$ cat config.mk
export PLATFORM = sky130hd
export DESIGN_NAME = mem_arb_2p
export DESIGN_NICKNAME = d
export VERILOG_FILES = /design/src/rtl/mem_arb_pkg.sv /design/src/rtl/mem_arb_ram.sv /design/src/rtl/mem_arb_2p.sv
export SDC_FILE = /design/constraint.sdc
export NUM_CORES = 1
export LEC_CHECK = 0
export BUFFER_PORTS_ARGS = -buffer_cell sky130_fd_sc_hd__buf_2
export CAP_MARGIN = 20
export CORE_UTILIZATION = 30
export CTS_CLUSTER_DIAMETER = 30
export DETAILED_ROUTE_END_ITERATION = 10
export MAX_ROUTING_LAYER = met4
export PLACE_DENSITY_LB_ADDON = 0.1
export RECOVER_POWER = 100
export REMOVE_ABC_BUFFERS = 1
export SETUP_SLACK_MARGIN = 0.4
export SYNTH_ARGS = -nofsm -noshare
export SYNTH_HDL_FRONTEND = slang
export SYNTH_HIERARCHICAL = 1
export SYNTH_SLANG_ARGS = --single-unit
$ cat constraint.sdc
create_clock -name clk -period 5.5 [get_ports clk]
set_input_delay 1.1 -clock clk [delete_from_list [all_inputs] [get_ports clk]]
set_output_delay 1.1 -clock clk [all_outputs]
set_load 0.005 [all_outputs]
$ cat src/rtl/mem_arb_pkg.sv
// rtl/mem_arb_pkg.sv - shared types for the two-port memory arbiter
package mem_arb_pkg;

    typedef enum logic {
        ST_INIT,
        ST_RUN
    } state_t;

    typedef enum logic {
        OWN_A,
        OWN_B
    } owner_t;

endpackage

$ cat src/rtl/mem_arb_ram.sv
// rtl/mem_arb_ram.sv - plain 1W1R synchronous-read memory, unreset array
module mem_arb_ram #(
    parameter int AW = 4,
    parameter int DW = 8
) (
    input  logic          clk,
    input  logic          we,
    input  logic [AW-1:0] waddr,
    input  logic [DW-1:0] wdata,
    input  logic          re,
    input  logic [AW-1:0] raddr,
    output logic [DW-1:0] rdata
);

    logic [DW-1:0] mem [2**AW];

    always_ff @(posedge clk) begin
        if (we) begin
            mem[waddr] <= wdata;
        end
        if (re) begin
            rdata <= mem[raddr];
        end
    end

endmodule

$ cat src/rtl/mem_arb_2p.sv
// rtl/mem_arb_2p.sv - round-robin two-client arbiter in front of one 1W1R memory
// Optional post-reset clear sweep enabled by MEM_ARB_INIT_CLEAR_EN.
module mem_arb_2p
    import mem_arb_pkg::*;
#(
    parameter int AW = 4,
    parameter int DW = 8
) (
    input  logic          clk,
    input  logic          rst_n,
    input  logic          a_req,
    input  logic          a_we,
    input  logic [AW-1:0] a_addr,
    input  logic [DW-1:0] a_wdata,
    output logic          a_gnt,
    output logic          a_rvalid,
    output logic [DW-1:0] a_rdata,
    input  logic          b_req,
    input  logic          b_we,
    input  logic [AW-1:0] b_addr,
    input  logic [DW-1:0] b_wdata,
    output logic          b_gnt,
    output logic          b_rvalid,
    output logic [DW-1:0] b_rdata,
    output logic          busy
);

    state_t        state_q;
    owner_t        last_q;
    logic          sweep_we;
    logic [AW-1:0] sweep_addr;

    logic          mem_we;
    logic          mem_re;
    logic [AW-1:0] mem_waddr;
    logic [AW-1:0] mem_raddr;
    logic [DW-1:0] mem_wdata;
    logic [DW-1:0] mem_rdata;
    logic [DW-1:0] a_hold;
    logic [DW-1:0] b_hold;

`ifdef MEM_ARB_INIT_CLEAR_EN
    localparam logic [AW-1:0] LAST_ADDR = '1;

    state_t        state_d;
    logic [AW-1:0] sweep_q;

    always_ff @(posedge clk or negedge rst_n) begin
        if (!rst_n) begin
            state_q <= ST_INIT;
            sweep_q <= '0;
        end else begin
            state_q <= state_d;
            // Counter parks on the last address instead of wrapping.
            if (state_q == ST_INIT && sweep_q != LAST_ADDR) begin
                sweep_q <= sweep_q + 1'b1;
            end
        end
    end

    always_comb begin
        state_d = state_q;
        case (state_q)
            ST_INIT: if (sweep_q == LAST_ADDR) state_d = ST_RUN;
            ST_RUN:  state_d = ST_RUN;
            default: state_d = ST_RUN;
        endcase
    end

    assign sweep_we   = (state_q == ST_INIT);
    assign sweep_addr = sweep_q;
`else
    assign state_q    = ST_RUN;
    assign sweep_we   = 1'b0;
    assign sweep_addr = '0;
`endif

    assign busy = (state_q == ST_INIT);

    // On a tie the requester that did not win last time takes the port.
    assign a_gnt = (state_q == ST_RUN) && a_req && (!b_req || last_q == OWN_B);
    assign b_gnt = (state_q == ST_RUN) && b_req && (!a_req || last_q == OWN_A);

    always_comb begin
        mem_we    = 1'b0;
        mem_re    = 1'b0;
        mem_waddr = '0;
        mem_raddr = '0;
        mem_wdata = '0;
        if (sweep_we) begin
            mem_we    = 1'b1;
            mem_waddr = sweep_addr;
        end else if (a_gnt) begin
            mem_we    = a_we;
            mem_re    = !a_we;
            mem_waddr = a_addr;
            mem_raddr = a_addr;
            mem_wdata = a_wdata;
        end else if (b_gnt) begin
            mem_we    = b_we;
            mem_re    = !b_we;
            mem_waddr = b_addr;
            mem_raddr = b_addr;
            mem_wdata = b_wdata;
        end
    end

    mem_arb_ram #(
        .AW (AW),
        .DW (DW)
    ) u_ram (
        .clk   (clk),
        .we    (mem_we),
        .waddr (mem_waddr),
        .wdata (mem_wdata),
        .re    (mem_re),
        .raddr (mem_raddr),
        .rdata (mem_rdata)
    );

    always_ff @(posedge clk or negedge rst_n) begin
        if (!rst_n) begin
            last_q   <= OWN_B;
            a_rvalid <= 1'b0;
            b_rvalid <= 1'b0;
            a_hold   <= '0;
            b_hold   <= '0;
        end else begin
            if (a_gnt) begin
                last_q <= OWN_A;
            end else if (b_gnt) begin
                last_q <= OWN_B;
            end
            a_rvalid <= a_gnt && !a_we;
            b_rvalid <= b_gnt && !b_we;
            if (a_rvalid) a_hold <= mem_rdata;
            if (b_rvalid) b_hold <= mem_rdata;
        end
    end

    // The shared RAM output register belongs to whichever owner is tagged valid.
    assign a_rdata = a_rvalid ? mem_rdata : a_hold;
    assign b_rdata = b_rvalid ? mem_rdata : b_hold;

endmodule
======== Word-level counts from Yosys, hierarchy flattened ========
Memory sizes are Yosys's and may differ from the RTL's. A register that Yosys moved wholly into a read port is not among the register bits.
Cells that the tools add are included.
operators by class
  bitwise gates (word level) .............. 1
  mux-type cells .......................... 14
  reductions and logical operators ........ 11
operator list
  operator            number
  2-to-1 mux 8 bit    4
  2-to-1 mux 1 bit    8
  2-to-1 mux 4 bit    2
  logical AND 1 bit   4
  zero test 1 bit     4
  logical OR 1 bit    2
  nonzero test 2 bit  1
  NOT 1 bit           1
word-level totals
  memories kept ........................... 1
  bits in registers ....................... 19
  bits of input ports ..................... 30
  output and inout port bits .............. 21
  RAM bits ................................ 128
  logic and storage cells ................. 32
memories
  memory     words  bits a word  rd ports  clocked after memory_dff  wr ports  RTL line           RTL
  u_ram.mem  16     8            1         1                         1         mem_arb_ram.sv:15  logic [DW-1:0] mem [2**AW];

======== Logic depth before layout (Yosys ltp) ========
  word-level depth ........................ 7
  mapped depth ............................ 8
  depth with buffers taken out ............ 5

======== Hierarchy ========
Netlist, hierarchy kept.
by module, submodules not included
  module       times used  area an instance (µm²)  cells each  seq. area each (µm²)
  mem_arb_ram  1           5,227.5                 229         4,083.9
  mem_arb_2p   1           935.9                   67          476.7

======== Worst setup path before layout ========
Ideal clock, no wire load.
  kind .................................... input-to-reg
  from .................................... input a_req
  to ...................................... memory u_ram.mem[0][0], enable pin
  slack ................................... 2.261 ns
  path buffers ............................ 2
  cell stages on the path ................. 6
  setup time .............................. 0.383 ns
  data required time ...................... 5.117 ns
  arrival time ............................ 2.855 ns
  path through ............................ buf_2 -> a21boi_4 -> buf_6 -> a32o_2 -> or3b_2 -> nor3_1
between the ends
  elaborated cells on any way between the ends .. 10
  those cells by class .................... 6 x mux; 4 x reduce/logical
RTL lines
  what                            RTL line           RTL
  start, declared                 mem_arb_2p.sv:11   input logic a_req,
  zero test 1 bit                 mem_arb_2p.sv:82   assign b_gnt = (state_q == ST_RUN) && b_req && (!a_req || last_q == OWN_A);
  logical OR 1 bit                mem_arb_2p.sv:82
  logical AND 1 bit               mem_arb_2p.sv:82
  net b_gnt                       mem_arb_2p.sv:22   output logic b_gnt,
  2-to-1 mux 4 bit (2 in series)  n/a
  net mem_raddr[2]                mem_arb_2p.sv:36   logic [AW-1:0] mem_raddr;
  end, declared                   mem_arb_ram.sv:15
The timed path passes the listed nets, and every way through them passes these cells.

======== Final worst setup path ========
  from .................................... input a_req
  to ...................................... register u_ram.rdata[4] (read register of u_ram.mem), data pin
between the ends
  longest elaborated chain between the ends .. 5
  elaborated cells on any way between the ends .. 8
  those cells by class .................... 4 x mux; 4 x reduce/logical
RTL lines
  what                  RTL line           RTL
  zero test 1 bit       mem_arb_2p.sv:82
  logical OR 1 bit      mem_arb_2p.sv:82
  logical AND 1 bit     mem_arb_2p.sv:82
  2-to-1 mux 4 bit      mem_arb_2p.sv:99   end else if (b_gnt) begin
  2-to-1 mux 4 bit (*)  mem_arb_2p.sv:93   end else if (a_gnt) begin
  net mem_raddr[1]      mem_arb_2p.sv:36
  end, declared         mem_arb_ram.sv:12  output logic [DW-1:0] rdata
Mark *: on every way through the listed nets, which the timed path passes. The rest lies on a longest branch.
A chain may end at the register's enable or synchronous reset.

==> impl_metrics.csv <==
group,metric,value,unit
outcome,status,"finished with violations",
outcome,violations,"capacitance limit, slew limit",
clocking,htreeDepth,4,
floorplanning,dieArea,21120,um2
worst_setup_path,crit_arrival,4660,ps
placed_design,portBuffers,49,
global_route,gr-total-overflow,0,
clocking,root_buffer,"clkbuf_16",
global_route,grt_pass1_vias,3228,
yosys,synthCells,296,
finish,layout-drive-gt1-share,24.39,%
timing,fin_tns_setup,0,ps
detailed_routing,first_iter_violations,181,
detailed_routing,via_count,3078,
floorplanning,core-area,20170,um2
finish,syn2layout_area_growth,16.40,%
floorplanning,initial_core_util,30.56,%
yosys,synth.area.top_cells,"edfxtp_1 66%, dfrtp_1 7.3%, mux4_2 6.6%",
timing,setup_violations,0,
worst_setup_path,worstPathCellList,"clkbuf_1, a21boi_4, a32o_1, clkbuf_1, mux4_2, a22oi_1, nand2_1",
global_route,antenna_found_initial,0,
yosys,syn_area,6163,um2
detailed_routing,drc_errors,0,
timing,rsz0062_at_grt,"false",
clocking,cts_sinks,155,
finish,fin_nets,386,
worst_setup_path,path_max_fanout,27,
floorplanning,ios,51,
clocking,clk_path_buf_depth,2,
floorplanning,rows,52,
worst_setup_path,slowest_delay,1180,ps
worst_setup_path,start_kind,"primary input",
clocking,worstSkewPairLatency,410,ps
floorplanning,die_h,145.3,um
hold_path,holdCritPathClass,"flop to flop",
timing,clock_skew,5.479,ps
timing,finalHoldViolations,0,
yosys,synth-seq-area-share,74.00,%
power_and_ir_drop,p_leak,0.002401,uW
clocking,cts_resized,0,
clocking,clk_pin_slew,60,ps
finish,post-route-util,35.57,%
worst_setup_path,end_kind,"flop",
timing,relSlewSlack,-10.96,%
yosys,ys_ff_latch,155,
placed_design,dp_hpwl,9805,um
clocking,numCtsBuffers,17,
global_route,grt_max_degree,28,
clocking,hold_buffers,0,
worst_setup_path,critPathMostFrequentCell,"clkbuf_1",
yosys,yosys_warnings,6,
clocking,post_cts_buffers,0,
yosys,synthTopCellsByCount,"136 x edfxtp_1, 18 x dfrtp_1, 18 x mux4_2",
worst_setup_path,path_class,"primary input to flop",
detailed_routing,wirelength,14520,um
finish,fill_cells,1935,
timing,final.min_clock_period,4508,ps
yosys,synthArstFlopShare,12.26,%
finish,n_antenna_cell,0,
global_route,grt_pass1_wl,21730,um
clocking,cts_tree,"yes",
worst_setup_path,cp.buffers_inverters,2,
worst_setup_path,critical_path.top_delay_family,"compound AO/OA/AOI/OAI gates",
timing,report.final.slew_viol_count,27,
yosys,synth_top_area_share,66.26,%
flow_run,maxCapViolCount,3,
yosys,synth_edf_count,136,
worst_setup_path,cp_slowest_cell,"a32o_1",
yosys,ys_types,29,
detailed_routing,post_drt_wl_per_cell,22.73,um
timing,tightestPinTransition,1652,ps
timing,fmax,0.2218,GHz
yosys,avgSynthCellArea,20.82,um2
detailed_routing,viasPerCell,4.817,
global_route,grt_util_all_layers,15.00,%
timing,fin_crit_sh,81.97,%
detailed_routing,firstDrtPassIters,4,
yosys,synthFlopType,"edfxtp_1",
detailed_routing,antenna_left,0,
floorplanning,die_x,145.3,um
power_and_ir_drop,powerDensity,384.1,nW/um2
placed_design,routabilityCongestion,0.8694,
yosys,synth_most_common_cell,"edfxtp_1",
yosys,yosys.area.top_type,"edfxtp_1",
power_and_ir_drop,ir_worst_vdd,195.1,uV
worst_setup_path,worstPathRequired,5650,ps
through the flow:
step / instances / hold slack (ps) / cell area, um2 / worst slack, ps / total power (uW)
after floorplan: 279 / 473.3 / 6027 / 2070 / 1571
after global placement: 607 / 468.0 / 6699 / 1421 / 1713
after detailed placement: 607 / 469.5 / 6699 / 1285 / 1716
after CTS: 639 / 486.9 / 7251 / 1721 / 2801
after global routing: 639 / 505.4 / 7174 / 783.0 / 2872
final: 639 / 483.4 / 7174 / 991.8 / 2756
worst reg2reg max path, stage by stage, from the launching register on:
cell and delay [ps]:
dfstp_2 570, nand2b_4 240, a32o_1 1170, clkbuf_1 700, mux4_2 460, a22oi_1 270, nand2_1 80
cell families (layout without fill, tap and decap cells):
kind of cell | Yosys count | count (layout) | synth area share [%]
multiplexers | 48 | 48 | 15.47
buffers and inverters | 19 | 92 | 2.334
other | 1 | 1 | 0.06084
flip-flops | 155 | 155 | 74.00
AO/OA/AOI/OAI | 32 | 32 | 4.791
AND/OR/NAND/NOR | 41 | 41 | 3.349
where the power goes:
group / internal, uW / switching [uW] / total [uW]
sequential: 1360 / 22.0 / 1390
clock: 621 / 461 / 1080
combinational: 114 / 175 / 289
total: 2100 / 658 / 2760
cells in the final DEF, fill, tap and decap left out:
cell,instances
nand2_1,9
clkbuf_16,17
nand2b_1,3
o21ai_1,1
a21boi_4,1
buf_2,32
o2bb2ai_1,1
or3b_2,1
dfrtp_1,18
inv_1,2
conb_1,1
edfxtp_1,136
clkinvlp_4,4
clkinv_1,2
a32o_2,4
and2_0,1
a32o_1,9
nand3b_1,2
clkinv_2,3
bufinv_16,1
nor2b_1,2
a22oi_1,16
clkbuf_1,24
buf_4,2
clkinv_4,3
nand3_1,1
nor2_1,14
mux4_1,14
and2_1,2
nor3_1,4
and2b_1,1
nand2b_4,1
mux4_2,18
mux2_1,16
inv_6,2
dfstp_2,1
routing by layer:
metal / part of all wire [%] / vias to the layer above / track usage [%]
li1: - / 1359 / -
met5: 0 / - / -
met3: 7.0 / 5 / 6.646
met1: 46 / 1622 / 19.46
met4: 0.53 / 0 / 3.000
met2: 46 / 92 / 21.75
area by class of cell:
type / count / area (um2) / area share, %
flip-flops and latches: 155 / 4561 / 63.57
multi-input cells: 122 / 1451 / 20.23
clock buffers: 17 / 425.4 / 5.930
well taps: 270 / 337.8 / 4.709
repair buffers: 58 / 265.3 / 3.697
clock inverters: 15 / 126.4 / 1.761
inverters: 2 / 7.507 / 0.1046
flip-flops by register name, summed over array words and instances (netlist names):
signal	count
b_hold	8
b_rvalid	1
u_ram/mem	128
u_ram/rdata	8
last_q	1
a_hold	8
a_rvalid	1
final timing paths:
path | from | slack [ps] | end | depth (start not counted)
worst max-delay path | a_req | 990 | u_ram/rdata[4] | 7
worst min-delay path | a_hold[3] | 480 | a_hold[3] | 1
worst max register to register | last_q | 1750 | u_ram/rdata[4] | 6
worst min register to register | a_hold[3] | 480 | a_hold[3] | 1
max in group asynchronous | rst_n | 4030 | a_hold[5] | 1
min in group asynchronous | rst_n | 850 | b_hold[7] | 1
(Power assumes the default switching activity.)
